[config.mk]
export PLATFORM = sky130hd
export DESIGN_NAME = if_fetch_queue
export DESIGN_NICKNAME = d
export VERILOG_FILES = /design/src/rtl/if_pkg.sv /design/src/rtl/if_fetch_queue_fq_ring.sv /design/src/rtl/if_fetch_queue.sv
export SDC_FILE = /design/constraint.sdc
export NUM_CORES = 1
export LEC_CHECK = 0
export CAP_MARGIN = 20
export CORE_UTILIZATION = 61
export DETAILED_ROUTE_END_ITERATION = 6
export PLACE_DENSITY = 0.92
export SYNTH_ARGS = -nofsm -noshare
export SYNTH_HDL_FRONTEND = slang
export SYNTH_SLANG_ARGS = --single-unit
[constraint.sdc]
create_clock -name clk -period 9.5 [get_ports clk]
set_input_delay 1.425 -clock clk [delete_from_list [all_inputs] [get_ports clk]]
set_output_delay 1.425 -clock clk [all_outputs]
set_load 0.1 [all_outputs]
[src/rtl/if_pkg.sv]
// Shared types and constants for the IF-stage fetch queue.
package if_pkg;

   localparam int unsigned IF_EXC_W        = 19;
   localparam int unsigned IF_EXC_ADEL_BIT = 9;

   typedef struct packed {
      logic [31:0]         pc;
      logic [31:0]         instr;
      logic [IF_EXC_W-1:0] except;
   } if_entry_t;

   typedef enum logic [1:0] {
      FQ_IDLE,
      FQ_WAIT,
      FQ_DROP
   } fq_state_t;

endpackage

[src/rtl/if_fetch_queue_fq_ring.sv]
// Ring buffer with two ordered write ports, one read port and an occupancy count.
module fq_ring #(
   parameter int unsigned DEPTH = 4,
   parameter int unsigned W     = 83
) (
   input  logic                 clk,
   input  logic                 rst,
   input  logic                 clear_i,
   input  logic                 wr0_en_i,
   input  logic [W-1:0]         wr0_data_i,
   input  logic                 wr1_en_i,
   input  logic [W-1:0]         wr1_data_i,
   input  logic                 rd_en_i,
   output logic [W-1:0]         rd_data_o,
   output logic [DEPTH:0]       count_o
);

   localparam int unsigned PW = $clog2(DEPTH);
   localparam int unsigned CW = DEPTH + 1;

   logic [W-1:0]  mem_q [DEPTH];
   logic [PW-1:0] wp_q, wp_d, rp_q, rp_d;
   logic [CW-1:0] cnt_q, cnt_d;

   // Port 1 is the second push of a pair and lands behind port 0's entry.
   always_comb begin
      wp_d  = wp_q + PW'(wr0_en_i) + PW'(wr1_en_i);
      rp_d  = rp_q + PW'(rd_en_i);
      cnt_d = cnt_q + CW'(wr0_en_i) + CW'(wr1_en_i) - CW'(rd_en_i);
      if (clear_i) begin
         wp_d  = '0;
         rp_d  = '0;
         cnt_d = '0;
      end
   end

   always_ff @(posedge clk) begin
      if (rst) begin
         for (int unsigned i = 0; i < DEPTH; i++) mem_q[i] <= '0;
         wp_q  <= '0;
         rp_q  <= '0;
         cnt_q <= '0;
      end else begin
         if (!clear_i && wr0_en_i) mem_q[wp_q] <= wr0_data_i;
         if (!clear_i && wr1_en_i) mem_q[wp_q + PW'(1)] <= wr1_data_i;
         wp_q  <= wp_d;
         rp_q  <= rp_d;
         cnt_q <= cnt_d;
      end
   end

   assign rd_data_o = mem_q[rp_q];
   assign count_o   = cnt_q;

endmodule

[src/rtl/if_fetch_queue.sv]
// IF-stage fetch queue: pairs accepted fetches with in-order I$ returns and
// buffers them for ID, discarding wrong-path returns after a flush.
module if_fetch_queue
   import if_pkg::*;
#(
   parameter int unsigned DEPTH = 4,
   parameter int unsigned EXC_W = IF_EXC_W
) (
   input  logic             clk,
   input  logic             rst,
   input  logic             pre_valid,
   input  logic [31:0]      pre_pc,
   input  logic [EXC_W-1:0] pre_except,
   input  logic             icache_data_ok,
   input  logic [31:0]      icache_rdata,
   input  logic             flush,
   input  logic             id_ready,
   output logic             fetch_allow,
   output logic             if_valid,
   output logic [31:0]      if_pc,
   output logic [31:0]      if_instr,
   output logic [EXC_W-1:0] if_except
);

   localparam int unsigned EW = 64 + EXC_W;
   localparam int unsigned SW = DEPTH + 3;

   fq_state_t        st_q, st_d;
   logic [31:0]      slot_pc_q, slot_pc_d;
   logic [EXC_W-1:0] slot_exc_q, slot_exc_d;

   logic             misalign, cache_fetch, local_fetch;
   logic [EXC_W-1:0] local_exc;
   logic [EW-1:0]    local_entry, wdata0, wdata1, rdata;
   logic             wr0, wr1, pop;
   logic [DEPTH:0]   count;
   logic [SW-1:0]    need;

   assign misalign    = pre_pc[1:0] != 2'b00;
   assign cache_fetch = pre_valid & (pre_except == '0) & ~misalign;
   assign local_fetch = pre_valid & ~cache_fetch;
   assign local_exc   = pre_except | (EXC_W'(misalign) << IF_EXC_ADEL_BIT);
   assign local_entry = {pre_pc, 32'h0, local_exc};

   always_ff @(posedge clk) begin
      if (rst) begin
         st_q       <= FQ_IDLE;
         slot_pc_q  <= '0;
         slot_exc_q <= '0;
      end else begin
         st_q       <= st_d;
         slot_pc_q  <= slot_pc_d;
         slot_exc_q <= slot_exc_d;
      end
   end

   // A DROP whose return arrives behaves like IDLE for any fetch in that cycle.
   always_comb begin
      st_d       = st_q;
      slot_pc_d  = slot_pc_q;
      slot_exc_d = slot_exc_q;
      wr0        = 1'b0;
      wr1        = 1'b0;
      wdata0     = local_entry;
      wdata1     = local_entry;
      if (flush) begin
         st_d = (st_q != FQ_IDLE && !icache_data_ok) ? FQ_DROP : FQ_IDLE;
      end else begin
         unique case (st_q)
            FQ_IDLE, FQ_DROP: begin
               if (st_q == FQ_IDLE || icache_data_ok) begin
                  st_d = FQ_IDLE;
                  if (cache_fetch) begin
                     st_d       = FQ_WAIT;
                     slot_pc_d  = pre_pc;
                     slot_exc_d = pre_except;
                  end else if (local_fetch) begin
                     wr0 = 1'b1;
                  end
               end
            end
            FQ_WAIT: begin
               if (icache_data_ok) begin
                  wr0    = 1'b1;
                  wdata0 = {slot_pc_q, icache_rdata, slot_exc_q};
                  st_d   = FQ_IDLE;
                  if (cache_fetch) begin
                     st_d       = FQ_WAIT;
                     slot_pc_d  = pre_pc;
                     slot_exc_d = pre_except;
                  end else if (local_fetch) begin
                     wr1 = 1'b1;
                  end
               end
            end
            default: st_d = FQ_IDLE;
         endcase
      end
   end

   always_comb begin
      need        = SW'(count) + SW'(st_q == FQ_WAIT) + SW'(2);
      fetch_allow = (need <= SW'(DEPTH)) & ((st_q == FQ_IDLE) | icache_data_ok) & ~flush;
      if_valid    = count != '0;
      pop         = if_valid & id_ready;
      {if_pc, if_instr, if_except} = rdata;
   end

   fq_ring #(
      .DEPTH (DEPTH),
      .W     (EW)
   ) u_ring (
      .clk        (clk),
      .rst        (rst),
      .clear_i    (flush),
      .wr0_en_i   (wr0),
      .wr0_data_i (wdata0),
      .wr1_en_i   (wr1),
      .wr1_data_i (wdata1),
      .rd_en_i    (pop),
      .rd_data_o  (rdata),
      .count_o    (count)
   );

endmodule

Word level (Yosys, flattened, before mapping)
Memories as Yosys holds them, arrays and structs flattened. A register that Yosys moved wholly into a read port is not among the register bits.
Index checks and enable logic that the tools add are counted.
{"block": "op_classes", "n_mul": 0, "bitwise_logic": 11, "eq_ne": 6, "n_reduce_logical": 18, "add_sub_neg": 9, "order_cmp": 1, "n_div": 0, "muxes": 41, "n_shift": 0}
{"operator": "$mux 83", "n": 5}
{"operator": "$reduce_or 83->1", "n": 2}
{"operator": "$mux 32", "n": 3}
{"operator": "$pmux 32 s2", "n": 1}
{"operator": "$mux 19", "n": 3}
{"operator": "$pmux 19 s2", "n": 1}
{"operator": "$logic_not 19->1", "n": 1}
{"operator": "$mux 1", "n": 19}
{"operator": "$or 19x10->19", "n": 1}
{"operator": "$mux 2", "n": 7}
{"operator": "$add 5x1->5", "n": 2}
{"operator": "$add 6x2->7 const B", "n": 1}
{"operator": "$le 7x3->1 const B", "n": 1}
{"operator": "$add 2x1->2", "n": 3}
{"operator": "$add 5x1->6", "n": 1}
{"operator": "$and 1x1->1", "n": 6}
{"operator": "$ne 3x3->1 const B", "n": 2}
{"operator": "$reduce_bool 2->1", "n": 3}
{"operator": "$reduce_bool 5->1", "n": 1}
{"operator": "$sub 5x1->5", "n": 1}
{"operator": "$ne 2x2->1 const B", "n": 2}
{"operator": "$pmux 2 s2", "n": 1}
{"operator": "$reduce_and 4->1", "n": 1}
{"operator": "$reduce_or 2->1", "n": 2}
{"operator": "11 further kinds", "n": 16}
{"block": "word_totals", "register_bits": 62, "ram_bits": 332, "n_memories": 1, "latch_bits": 0, "rom_bits": 0, "word_cells": 93}
{"memory": "u_ring.mem_q", "depth": 4, "width": 83, "rd": 1, "rd_clocked_by_memory_dff": 1, "write_ports": 4, "line": "if_fetch_queue_fq_ring.sv:21", "text": "logic [W-1:0] mem_q [DEPTH];"}

Longest topological paths before layout
{"block": "depth", "word_depth": 16, "ltp_mapped": 14, "depth_no_buf": 13}

Cells and area by module
Synthesis repeated with hierarchy kept, for this count alone.
{"block": "unflattened", "hier_cells": 1418, "area_unflattened_um2": 19407.4}
{"module": "fq_ring", "instances": 1, "cells_per_inst": 1090, "area_each_um2": 16360.7}
{"module": "if_fetch_queue", "instances": 1, "cells_per_inst": 328, "area_each_um2": 3046.7}

Worst setup path before layout
Ideal clock, no wire load.
{"block": "synth_path", "path_type": "input to register", "startpoint": "input flush", "endpoint": "register u_ring.cnt_q[4] (netlist: u_ring.count_o[4])", "arrival_time_ns": 4.003, "setup_slack_ns": 5.375, "setup_ns": 0.123, "stages": 14, "required_time_ns": 9.377, "path_buffers": 1, "cell_sequence": "buf_2 and4bb_2 nand2_1 a21oi_2 inv_1 ha_1 inv_1 fa_1 fa_1 a21oi_1 nor2_1 nor2_1 xnor2_1 nor2_1"}
{"block": "synth_between", "elab_chain_len": 4}
{"item": "start: declaration", "line": "if_fetch_queue.sv:16", "text": "input logic flush,"}
{"item": "$mux 1", "line": "if_fetch_queue.sv:66", "text": "if (flush) begin"}
{"item": "$add 5x1->5 (2 in series)", "line": "if_fetch_queue_fq_ring.sv:29", "text": "cnt_d = cnt_q + CW'(wr0_en_i) + CW'(wr1_en_i) - CW'(rd_en_i);"}
{"item": "$sub 5x1->5", "line": "if_fetch_queue_fq_ring.sv:29"}
{"item": "end signal: assignment", "line": "if_fetch_queue_fq_ring.sv:48", "text": "cnt_q <= cnt_d;"}
{"item": "end: declaration", "line": "if_fetch_queue_fq_ring.sv:23", "text": "logic [CW-1:0] cnt_q, cnt_d;"}
Several ways; a longest one is shown, not always the timed one.
A chain may end at the register's enable or synchronous reset.

==> impl_metrics.py <==
metrics = {
    "final_layout": {
        "area_growth_pct": 19.3,
        "drive_gt1_share_pct": 15.0,
        "final_core_utilization_pct": 74.0,
        "layout.nets": 1369,
    },
    "clock_tree": {
        "cts_tree": "yes",
        "clock_sinks": 394,
        "numCtsBuffers": 40,
        "clkSlewWorstSetupHoldPaths_ns": 0.06,
        "cts.repair.resized": 0,
        "cts_root_buffer": "clkbuf_16",
        "clk_latency_ns": 0.54,
        "hold_buffers": 0,
        "h-tree-depth": 2,
        "clk_path_buf_depth": 3,
        "post_cts_buffers": 0,
    },
    "synth": {
        "synth_ff_type": "edfxtp_1",
        "syn_area_per_cell_um2": 14.8,
        "ys_warn_count": 0,
        "async_flop_share_pct": 0,
        "seq_area_frac_synth_pct": 59.4,
        "synth_edf_count": 204,
        "netlist_area_um2": 16700,
        "yosys.area.top_type": "edfxtp_1",
        "syn_inst": 1128,
        "synth_cell_types": 54,
        "netlist.area_leader.share_pct": 36.7,
        "ys_seq_elements": 394,
        "synth_area_leaders": "edfxtp_1 37%, dfxtp_1 23%, a22o_1 17%, mux4_2 11%, mux2i_1 1.9%",
        "synth_fp_nets": 1232,
    },
    "drt": {
        "wl_met3_um": 4130,
        "wl_met1_um": 16200,
        "routed_wl_um": 42800,
        "avgRoutedWirePerCell_um": 26.1,
        "drc": 0,
        "met2_length_um": 21200,
        "first_iter_violations": 1330,
        "route.vias.total": 11400,
        "ant_nets": 0,
        "maxUsedRoutingLayer": "met4",
        "first_pass_iters": 7,
        "routed_via_density": 6.98,
    },
    "pwr": {
        "switchingPower_mw": 1.22,
        "power.density_nw_per_um2": 210,
        "seqPwrFrac_pct": 44.6,
        "power.share.clock_pct": 37.0,
        "ir_drop_uv": 268,
        "swShare_pct": 29.0,
        "combPwrFrac_pct": 18.4,
        "internal_power_mw": 2.98,
        "p_leak_nw": 7.05,
    },
    "floorplan": {
        "start_util_pct": 62.0,
        "die_w_um": 168,
        "coreArea_um2": 27000,
        "die-area_um2": 28100,
        "die_y_um": 168,
        "ios": 174,
        "fp-row-count": 60,
    },
    "worst_hold_path": {
        "hp-start": "u_ring.mem_q[3][48]$_SDFFE_PP0P_",
        "whs_endpoint": "u_ring.mem_q[3][48]$_SDFFE_PP0P_",
        "hold_depth": 1,
        "worstHoldPathType": "register to register",
    },
    "global_route": {
        "grt_pass1_wl_um": 65600,
        "antenna_found_initial": 1,
        "overflow": 0,
        "grt.total_usage_pct": 30.4,
        "grt_pass1_vias": 11700,
        "grt_max_degree": 84,
    },
    "place": {
        "place.detailed.hpwl_um": 23300,
        "io_buffers": 173,
        "gp_congestion": 0.838,
    },
    "worst_setup_path": {
        "crit-reg2reg-capture": "u_ring.mem_q[2][61]$_DFFE_PP_",
        "path_max_fanout": 49,
        "slowest_delay_ns": 0.99,
        "crit_slowest_cell": "clkdlybuf4s50_1",
        "crit_chain": "buf_4 -> mux4_2 -> clkdlybuf4s50_1",
        "cp.arrival_ns": 3.96,
        "reg2reg_depth": 7,
        "crit_type": "register to output port",
        "critPathLaunchType": "register",
        "rr_startpoint": "st_q[0]$_SDFFE_PP0P_",
        "r2r_setup_slack_ns": 5.60,
        "cp-end-kind": "output port",
        "required_ns": 8.08,
    },
    "timing": {
        "fmaxAchievable_mhz": 186,
        "skew_ns": 0.00999,
        "worst-slew-pin-transition_ns": 1.17,
        "finalSetupTns_ns": 0,
        "setup_viol": 0,
        "drv_slew": 0,
        "fin_crit_sh_pct": 56.7,
        "final-hold-violation-count": 0,
        "rsz0062_at_grt": "false",
        "finalCriticalPeriod_ns": 5.38,
        "slew_headroom_pct": 22.1,
    },
    "job": {
        "maxCapViolCount": 0,
    },
    "status": {
        "status": "completed",
    },
}
## power groups by stage
| stage | combinational [mW] | sequential (mW) | clock, mW |
|---|---|---|---|
| floorplan | 0.571 | 1.88 | 0 |
| global placement | 0.748 | 1.90 | 0 |
| detailed placement | 0.761 | 1.91 | 0 |
| CTS | 0.768 | 1.87 | 1.57 |
| global route | 0.799 | 1.88 | 1.64 |
| finish | 0.770 | 1.87 | 1.55 |
## routing by layer
layer  track usage, %  vias up
met5                0        -
met4             13.9        0
met3             5.11      126
met2             49.7      760
met1             40.0     5688
li1                 -     4874
## cells by family (layout without fill, tap and decap cells)
kind of cell | count (synthesis) | count (layout) | share of synthesized area [%]
AO/OA/AOI/OAI | 357 | 357 | 18.7
buffers and inverters | 114 | 283 | 3.09
AND/OR/NAND/NOR | 127 | 127 | 4.12
flip-flops | 394 | 394 | 59.4
other | 0 | 2 | 0
XOR/XNOR | 5 | 5 | 0.262
adder cells (fa/ha/maj) | 16 | 16 | 1.32
multiplexers | 115 | 115 | 13.1
## area by class of cell
class | instances | area, um^2
Antenna cell | 2 | 5.00
Clock buffer | 60 | 1150
Clock inverter | 14 | 149
Fill cell | 1576 | 7010
Inverter | 14 | 52.6
Multi-Input combinational cell | 620 | 6330
Sequential cell | 394 | 9940
Tap cell | 341 | 427
Timing Repair Buffer | 195 | 1890
## worst max-delay path by stage
stage	startpoint	to	cells past startpoint
floorplan	flush	u_ring.count_o[4]$_SDFF_PP0_	14
global placement	flush	u_ring.mem_q[2][67]$_DFFE_PP_	8
detailed placement	flush	u_ring.mem_q[2][61]$_DFFE_PP_	8
CTS	u_ring.rp_q[0]$_SDFF_PP0_	if_except[1]	3
global route	u_ring.rp_q[0]$_SDFF_PP0_	if_except[1]	3
finish	u_ring.rp_q[0]$_SDFF_PP0_	if_except[0]	3
## sequential cells by signal (all words and copies together) (netlist names)
register / flops
slot_exc_q: 19
u_ring.count_o: 5
st_q: 2
u_ring.wp_q: 2
u_ring.mem_q: 332
slot_pc_q: 32
u_ring.rp_q: 2
## critical path: cells and delay by family, from the launching register on
kind	cells	cell delay [ns]
buffers and inverters	2	1.87
multiplexers	1	0.65
flip-flops	1	0.84
## stage by stage
stage / hold WS (ns) / cell area, um^2 / setup slack, ns / total power [mW] / instances
2_1_floorplan: 0.427 / 16700 / 5.37 / 2.46 / 1128
3_3_place_gp: 0.448 / 18600 / 4.18 / 2.65 / 1564
3_5_place_dp: 0.448 / 18600 / 4.07 / 2.67 / 1564
4_1_cts: 0.466 / 19900 / 4.03 / 4.21 / 1638
5_1_grt: 0.481 / 19900 / 3.88 / 4.31 / 1639
6_report: 0.471 / 19900 / 4.12 / 4.19 / 1640
## cells in the final DEF (no fill, tap or decap), types with 3 or more instances in the layout
cell / instances
a21o_1: 3
a21oi_1: 7
a22o_1: 326
and2_1: 26
buf_4: 22
clkbuf_1: 12
clkbuf_16: 40
clkbuf_8: 7
clkdlybuf4s50_1: 172
clkinv_2: 6
dfxtp_1: 188
edfxtp_1: 204
fa_1: 3
ha_1: 12
inv_1: 10
inv_2: 4
mux2i_1: 32
mux4_2: 83
nand2_1: 6
nand2b_1: 5
nor2_1: 51
nor2_4: 3
nor2b_1: 3
nor3_1: 7
nor3_2: 3
nor4_1: 5
xnor2_1: 5
## synthesized netlist by cell type, drive strengths merged, types with 2 or more instances
master	count
nor4	7
ha	12
a21oi	9
inv	14
o31ai	2
clkbuf	52
edfxtp	204
a21o	3
nor3b	2
buf	48
dfxtp	190
a22o	326
xnor2	5
nand2	6
fa	3
mux2i	32
nand2b	5
a22oi	2
a211oi	4
and2	26
or4	2
o2bb2ai	2
o211ai	2
or2	2
mux4	83
nor2	55
nor2b	3
nor3	12
Power figures use the tool's default switching activity.
